<file path="config.mk">
export PLATFORM = sky130hd
export DESIGN_NAME = inst_fetcher
export DESIGN_NICKNAME = d
export VERILOG_FILES = /design/src/rtl/inst_fetcher_pkg.sv /design/src/rtl/inst_queue.sv /design/src/rtl/inst_fetcher.sv
export SDC_FILE = /design/constraint.sdc
export NUM_CORES = 1
export LEC_CHECK = 0
export CORE_AREA = 5 5 187 189
export DETAILED_ROUTE_END_ITERATION = 6
export DIE_AREA = 0 0 192 194
export MAX_ROUTING_LAYER = met4
export PLACE_DENSITY = 0.83
export SLEW_MARGIN = 0
export SYNTH_ARGS = -nofsm -noshare
export SYNTH_HDL_FRONTEND = slang
export SYNTH_HIERARCHICAL = 1
export SYNTH_SLANG_ARGS = --single-unit
export TNS_END_PERCENT = 30
</file>
<file path="constraint.sdc">
create_clock -name clk -period 4.2 [get_ports clk]
set_clock_uncertainty 0.1 [all_clocks]
set_input_delay 0.84 -clock clk [delete_from_list [all_inputs] [get_ports clk]]
set_output_delay 0.84 -clock clk [all_outputs]
set_load 0.05 [all_outputs]
</file>
<file path="src/rtl/inst_fetcher_pkg.sv">
// Shared constants for the fetch front end: opcodes, bus width, queue entry
// layout and the next-fetch-address rule.
package inst_fetcher_pkg;

    localparam int DATA_BUS = 32;

    localparam logic [6:0] OPC_LUI    = 7'b0110111;
    localparam logic [6:0] OPC_AUIPC  = 7'b0010111;
    localparam logic [6:0] OPC_JAL    = 7'b1101111;
    localparam logic [6:0] OPC_JALR   = 7'b1100111;
    localparam logic [6:0] OPC_BRANCH = 7'b1100011;
    localparam logic [6:0] OPC_LOAD   = 7'b0000011;
    localparam logic [6:0] OPC_STORE  = 7'b0100011;
    localparam logic [6:0] OPC_OP_IMM = 7'b0010011;
    localparam logic [6:0] OPC_OP     = 7'b0110011;

    // Queue entry packs {pc, inst, taken}, pc in the top bits.
    localparam int ENTRY_W = 2 * DATA_BUS + 1;

    typedef enum logic {
        IDLE     = 1'b0,
        WAIT_MEM = 1'b1
    } fetch_state_t;

    function automatic logic [DATA_BUS-1:0] j_imm(input logic [DATA_BUS-1:0] inst);
        return {{12{inst[31]}}, inst[19:12], inst[20], inst[30:21], 1'b0};
    endfunction

    function automatic logic [DATA_BUS-1:0] b_imm(input logic [DATA_BUS-1:0] inst);
        return {{20{inst[31]}}, inst[7], inst[30:25], inst[11:8], 1'b0};
    endfunction

    // JALR targets depend on a register value, so fetch simply falls through.
    function automatic logic [DATA_BUS-1:0] next_fetch_pc(
        input logic [DATA_BUS-1:0] pc,
        input logic [DATA_BUS-1:0] inst,
        input logic                taken
    );
        logic [DATA_BUS-1:0] nxt;
        nxt = pc + 32'd4;
        case (inst[6:0])
            OPC_JAL:    nxt = pc + j_imm(inst);
            OPC_BRANCH: nxt = taken ? pc + b_imm(inst) : pc + 32'd4;
            OPC_JALR:   nxt = pc + 32'd4;
            default:    nxt = pc + 32'd4;
        endcase
        return nxt;
    endfunction

endpackage

</file>
<file path="src/rtl/inst_queue.sv">
// Circular instruction queue with push, pop and flush; the head entry is
// presented combinationally.
module inst_queue
    import inst_fetcher_pkg::*;
#(
    parameter int DEPTH = 4,
    parameter int WIDTH = ENTRY_W,
    localparam int PTR_W = $clog2(DEPTH),
    localparam int CNT_W = $clog2(DEPTH) + 1
) (
    input  logic             clk,
    input  logic             rst,
    input  logic             en,
    input  logic             flush,
    input  logic             push,
    input  logic [WIDTH-1:0] push_data,
    input  logic             pop,
    output logic [WIDTH-1:0] head_data,
    output logic [CNT_W-1:0] count
);

    logic [WIDTH-1:0] mem [DEPTH];
    logic [PTR_W-1:0] head;
    logic [PTR_W-1:0] tail;
    logic             do_push;
    logic             do_pop;

    assign do_pop    = pop && (count != '0);
    assign do_push   = push && (count != CNT_W'(DEPTH));
    assign head_data = mem[head];

    always_ff @(posedge clk) begin
        if (en && !rst && !flush && do_push) begin
            mem[tail] <= push_data;
        end
    end

    // Pointers wrap naturally because DEPTH is a power of two.
    always_ff @(posedge clk) begin
        if (rst) begin
            head  <= '0;
            tail  <= '0;
            count <= '0;
        end else if (en) begin
            if (flush) begin
                head  <= '0;
                tail  <= '0;
                count <= '0;
            end else begin
                if (do_push) begin
                    tail <= tail + 1'b1;
                end
                if (do_pop) begin
                    head <= head + 1'b1;
                end
                case ({do_push, do_pop})
                    2'b10:   count <= count + 1'b1;
                    2'b01:   count <= count - 1'b1;
                    default: count <= count;
                endcase
            end
        end
    end

endmodule

</file>
<file path="src/rtl/inst_fetcher.sv">
// Instruction fetch unit: one outstanding memory request at a time, static
// next-PC prediction, results buffered in inst_queue for the decoder.
module inst_fetcher
    import inst_fetcher_pkg::*;
#(
    parameter int          IQ_DEPTH = 4,
    parameter logic [31:0] RESET_PC = 32'h0
) (
    input  logic        clk,
    input  logic        rst,
    input  logic        rdy,
    output logic        mem_req,
    output logic [31:0] mem_addr,
    input  logic        mem_ready,
    input  logic [31:0] mem_data,
    output logic [31:0] PC,
    output logic [31:0] Inst,
    output logic        Inst_Ready,
    output logic        Pred_Taken,
    input  logic        received,
    input  logic        clr,
    input  logic [31:0] clr_pc,
    output logic [31:0] pred_pc,
    input  logic        pred_taken,
    output logic        fetch_state
);

    localparam int CNT_W = $clog2(IQ_DEPTH) + 1;

    fetch_state_t         state;
    logic [DATA_BUS-1:0]  fetch_pc;
    logic                 discard;
    logic [CNT_W-1:0]     count;
    logic [ENTRY_W-1:0]   head_data;
    logic [ENTRY_W-1:0]   push_data;
    logic                 push;
    logic                 taken;

    // A response is kept only if it is neither stale nor hit by a flush.
    assign push        = (state == WAIT_MEM) && mem_ready && !discard && !clr;
    assign taken       = (mem_data[6:0] == OPC_BRANCH) && pred_taken;
    assign push_data   = {fetch_pc, mem_data, taken};
    assign pred_pc     = fetch_pc;
    assign fetch_state = state;

    assign PC         = head_data[ENTRY_W-1 -: DATA_BUS];
    assign Inst       = head_data[DATA_BUS:1];
    assign Pred_Taken = head_data[0];
    assign Inst_Ready = (count != '0);

    inst_queue #(
        .DEPTH (IQ_DEPTH),
        .WIDTH (ENTRY_W)
    ) u_queue (
        .clk       (clk),
        .rst       (rst),
        .en        (rdy),
        .flush     (clr),
        .push      (push),
        .push_data (push_data),
        .pop       (received),
        .head_data (head_data),
        .count     (count)
    );

    always_ff @(posedge clk) begin
        if (rst) begin
            state    <= IDLE;
            mem_req  <= 1'b0;
            mem_addr <= '0;
            fetch_pc <= RESET_PC;
            discard  <= 1'b0;
        end else if (rdy) begin
            if (clr) begin
                fetch_pc <= clr_pc;
            end
            case (state)
                IDLE: begin
                    // The slot for the response is reserved here, so it always fits.
                    if (!clr && (count < CNT_W'(IQ_DEPTH))) begin
                        state    <= WAIT_MEM;
                        mem_req  <= 1'b1;
                        mem_addr <= {fetch_pc[31:2], 2'b00};
                    end
                end
                WAIT_MEM: begin
                    if (mem_ready) begin
                        state   <= IDLE;
                        mem_req <= 1'b0;
                        discard <= 1'b0;
                        if (!discard && !clr) begin
                            fetch_pc <= next_fetch_pc(fetch_pc, mem_data, pred_taken);
                        end
                    end else if (clr) begin
                        discard <= 1'b1;
                    end
                end
                default: begin
                    state   <= IDLE;
                    mem_req <= 1'b0;
                end
            endcase
        end
    end

endmodule

</file>
Word level (Yosys, flattened, before mapping)
Memories as Yosys holds them, arrays and structs flattened. A register that Yosys moved wholly into a read port is not among the register bits.
Index checks and enable logic that the tools add are counted.

word-level totals
  register bits = 72
  memory bits (writable) = 260
  input bits = 71
  output and inout port bits = 132
  logic and storage cells = 74
  memories kept = 1

memories
  memory       words  bits a word  rd ports  clocked after Yosys merged registers in  write ports  RTL line          text
  u_queue.mem  4      65           1         1                                        1            inst_queue.sv:22  logic [WIDTH-1:0] mem [DEPTH];

cells by class
  $add $sub $neg = 7
  order comparisons = 1
  equality and inequality tests = 7
  mux-type cells = 24
  bitwise logic cells = 1
  reduce and logical (&&, ||, !) cells = 25

operators by type and width
  cell                   count
  $mux 32                5
  $add 32x32->32         2
  $pmux 32 s2            1
  $add 32x3->32 const B  1
  $eq 7x7->1 const B     2
  $mux 2                 6
  $logic_and 1x1->1      11
  $reduce_and 3->1       3
  $mux 1                 8
  $pmux 3 s2             1
  $reduce_and 2->1       3
  $reduce_bool 2->1      3
  $reduce_bool 3->1      2
  $add 2x1->2 const B    2
  $ne 2x2->1 const B     2
  $pmux 1 s2             2
  $add 3x1->3 const B    1
  $logic_not 1->1        3
  $lt 3x3->1 const B     1
  $mux 3                 1
  $ne 3x3->1 const B     1
  $sub 3x1->3 const B    1
  $eq 2x1->1 const B     1
  $eq 2x2->1 const B     1
  $not 1->1              1

Depth between registers and ports, before layout
Gate-level depths: netlist of the first run.

  depth after elaboration = 7
  gate-level depth with buffers = 11
  gate-level depth less buffers = 10

Hierarchy
Netlist of the first run, hierarchy kept.

by module, submodules not included
  module        instances  cells an instance  area each (um^2)
  inst_queue    1          411                9952.0
  inst_fetcher  1          926                6602.6

Worst setup path after synthesis of the first run
OpenSTA, ideal clock, no wires.

  kind = input -> register
  start = input clr
  end = memory u_queue/mem[0][0] (netlist name) (enable)
  library setup time = 0.430 ns
  arrival = 3.639 ns
  data required time = 3.670 ns
  slack = 0.030 ns
  stages on the path = 6
  path through = inv_1 > nand4b_1 > inv_1 > clkbuf_1 > a21boi_2 > and3_1

between the ends
  word-level cells in the longest chain between the ends = 6
  elaborated cells on any way between the ends = 7
  those cells by class = 2 x mux; 5 x reduce/logical

RTL lines
  what                          RTL line            text
  start: declaration            inst_fetcher.sv:21  input logic clr,
  $logic_not 1->1               inst_fetcher.sv:40  assign push = (state == WAIT_MEM) && mem_ready && !discard && !clr;
  $logic_and 1x1->1             inst_fetcher.sv:40
  net push                      inst_fetcher.sv:36  logic push;
  $logic_and 1x1->1             inst_queue.sv:29    assign do_push = push && (count != CNT_W'(DEPTH));
  $logic_and 1x1->1             inst_queue.sv:33    if (en && !rst && !flush && do_push) begin
  $mux 1                        inst_queue.sv:33
  $mux 1 (not written as such)  inst_queue.sv:34    mem[tail] <= push_data;
  end: declaration              inst_queue.sv:22

The timed path passes the listed nets, and every way through them passes these cells.

==> flow_summary.json, run 1 <==
{
  "status": "finished clean",
  "synth_area_leaders": "edfxtp_1, dfxtp_1, mux4_2",
  "synth_async_sr_flop_share": 0,
  "area_delta_synth_final_pct": 26.3,
  "end_kind": "output port",
  "use_met2": 0.432,
  "muxShareOfSynthArea": 0.0963,
  "path_cells": "buf_4 -> mux4_2 -> clkdlybuf4s50_1",
  "min_path_type": "reg -> reg",
  "ys_warn_count": 6,
  "cts_buffers": 36,
  "maxClockFrequency_mhz": 262,
  "fin_crit_ns": 3.81,
  "clk_latency_ns": 0.53,
  "syn_area_mm2": 0.0166,
  "r2r_setup_slack_ns": 0.93,
  "cts_buffer_depth": 3,
  "cpPeakStageDelay_ns": 0.73,
  "die_h_um": 194,
  "critical_path_class": "reg -> out",
  "yosysMostFrequentCell": "edfxtp_1",
  "num_rows": 67,
  "leakage_nw": 7.36,
  "core_area_mm2": 0.0331,
  "grt_pass1_vias": 12800,
  "busiest_layer": "met2",
  "synth_area_leader_cell": "edfxtp_1",
  "post_cts_buffers": 0,
  "hold_start": "mem_addr[30]",
  "finalHoldViolations": 0,
  "arrival_ns": 2.87,
  "gp_congestion": 0.986,
  "syn_avg_cell_area_um2": 12.4,
  "grt-ovfl-total": 0,
  "num_vias": 12900,
  "drc_errors": 0,
  "routed_wirelength_um": 49900,
  "finalPower_mw": 7.75,
  "rr_endpoint": "pred_pc[16]",
  "ctsHoldBuffers": 0,
  "synth_top_area_frac": 0.472,
  "crit_required_ns": 3.26,
  "max_cap_violations": 0,
  "clkSinkCount": 334,
  "slew_headroom": 0.457,
  "fin_setup_tns_ns": 0,
  "hold_depth": 2,
  "wl_per_cell_um": 23.9,
  "period_share": 0.907,
  "r2r_start": "pred_pc[2]",
  "worst_slew_pin_slew_ns": 0.810,
  "fp.dieW_um": 192,
  "p_per_area_mw_per_mm2": 371,
  "synth_xor_area_frac": 0.0233,
  "drive_above_1_share": 0.161,
  "rsz0062_at_grt": "false",
  "use_met1": 0.357,
  "portBuffers": 200,
  "vias_per_cell": 6.18,
  "htreeDepth": 2,
  "cts.clk_slew.worst_paths_ns": 0.06,
  "reg2reg_depth": 9,
  "start_util": 0.500,
  "cp-start-kind": "register",
  "yosys_most_used_dff": "edfxtp_1",
  "antenna_found_initial": 1,
  "ys_seq_elements": 334,
  "synthCells": 1337,
  "fillers": 2474,
  "pin_count": 203,
  "irDropWorstVdd_mv": 0.264,
  "drt_pass1_iterations": 5,
  "setup_viol": 0,
  "min_to": "mem_addr[30]",
  "yosys.area_share.adder": 0.0399,
  "fin_nets": 1732,
  "synth-simple-area-share": 0.112,
  "grt_pass1_wl_um": 76200,
  "synth_compound_area_frac": 0.141,
  "synth.yosys.seq_area_share": 0.561,
  "synth_top_family_by_area": "compound AO/OA/AOI/OAI gates",
  "slowest_stage": "dfxtp_4",
  "ant_nets": 0,
  "maxSlewViolCount": 0,
  "grt.total_usage": 0.272,
  "synth_enable_flop_cells": 260,
  "crit_fanout": 26,
  "post-dp-hpwl_um": 35600,
  "ys_types": 83,
  "die_area_mm2": 0.0372,
  "cts_resized": 0,
  "cts_tree": "done",
  "grt_max_degree": 55,
  "synth_commonest_cells": "edfxtp_1, nand2_1, a21oi_1",
  "met3_usage": 0.0409,
  "root_buffer": "clkbuf_16",
  "drt_iter0_drc": 1484
}
==> cells by family (layout without fill, tap and decap cells) <==
kind of cell               count (synthesis)  after routing
adders and majority gates                 51             51
buffers and inverters                    101            399
xor gates and xnor gates                  44             44
muxes                                     78             78
DFF                                      334            334
AOI/OAI and AO/OA                        348            348
and+or+nand+nor                          380            380
other                                      1              3
==> metrics by stage <==
step / setup slack (ns) / instance area [µm²] / hold slack [ns] / util / instances
finish: 0.390 / 20900 / 0.356 / 0.631 / 2085
global route: 0.210 / 20900 / 0.380 / 0.631 / 2085
CTS: 0.295 / 20900 / 0.357 / 0.631 / 2084
detailed placement: 0.0271 / 19800 / 0.348 / 0.597 / 2020
global placement: 0.0992 / 19800 / 0.344 / 0.597 / 2020
floorplan: 0.0302 / 16600 / 0.370 / - / 1338
==> layout make-up <==
type,count,area (µm²),share of cell area
clock buffers,48,966,0.0462
flip-flops and latches,334,9290,0.444
inverters,20,75.1,0.00359
diodes,1,2.50,0.000120
well taps,448,561,0.0268
repair buffers,315,2990,0.143
multi-input cells,903,6850,0.328
clock inverters,16,175,0.00838
==> worst max-delay path, delay by kind of cell, from the launching register on <==
family	cells	cell delay, ns
buffers and inverters	2	1.06
DFF	1	0.73
muxes	1	0.55
==> placed cells by master (no fill, tap or decap), types with 11 or more instances in the layout <==
cell,n
and3_1,16
nor2_1,99
nor3_1,13
clkdlybuf4s50_1,199
dfxtp_1,72
a31oi_1,16
o21a_1,11
a21oi_1,102
nand3_1,32
xnor2_1,23
mux2i_1,13
mux4_2,65
a211oi_1,15
inv_1,20
nand2_1,118
and2_1,12
clkbuf_16,36
nor4_1,12
a21o_1,19
ha_1,48
edfxtp_1,260
buf_4,105
o21ai_0,67
nand4_1,19
xor2_1,21
==> how the worst max path moves through the flow <==
stage / start / end / slack [ns] / cells after the start
after floorplan: clr / u_queue/mem[0][0] / 0.03 / 6
after global placement: mem_data[8] / pred_pc[25] / 0.1 / 11
after detailed placement: mem_data[8] / pred_pc[17] / 0.03 / 11
after CTS: register / PC[26] / 0.29 / 3
after global routing: register / PC[26] / 0.21 / 3
final: register / PC[26] / 0.39 / 3
==> flip-flops by register name, summed over array words and instances (netlist names), named ones only <==
signal         count
u_queue/head       2
mem_addr          30
mem_req            1
u_queue/tail       2
pred_pc           32
u_queue/count      3
u_queue/mem      260
discard            1
fetch_state        1
==> power breakdown <==
part	leakage (nW)	switching, mW	total (mW)	internal [mW]
Combinational	3.81	0.635	1.04	0.400
Sequential	2.99	0.0532	3.64	3.59
Clock	0.559	1.30	3.07	1.77
==> routing by layer <==
layer	wire length, µm	share of wire	up-vias
met5	0	0	-
met4	2230	0.045	0
met3	3960	0.079	140
met2	24300	0.49	644
met1	19400	0.39	6345
li1	-	-	5759
Power figures use the tool's default switching activity.
==> run 2, diff against run 1 <==
--- a/config.mk
+++ b/config.mk
@@ -15,4 +15,4 @@
 export SYNTH_HDL_FRONTEND = slang
 export SYNTH_HIERARCHICAL = 1
 export SYNTH_SLANG_ARGS = --single-unit
-export TNS_END_PERCENT = 30
+export TNS_END_PERCENT = 50
==> results of run 2 <==
No change in the layout: final DEF, timing and power equal those of run 1.
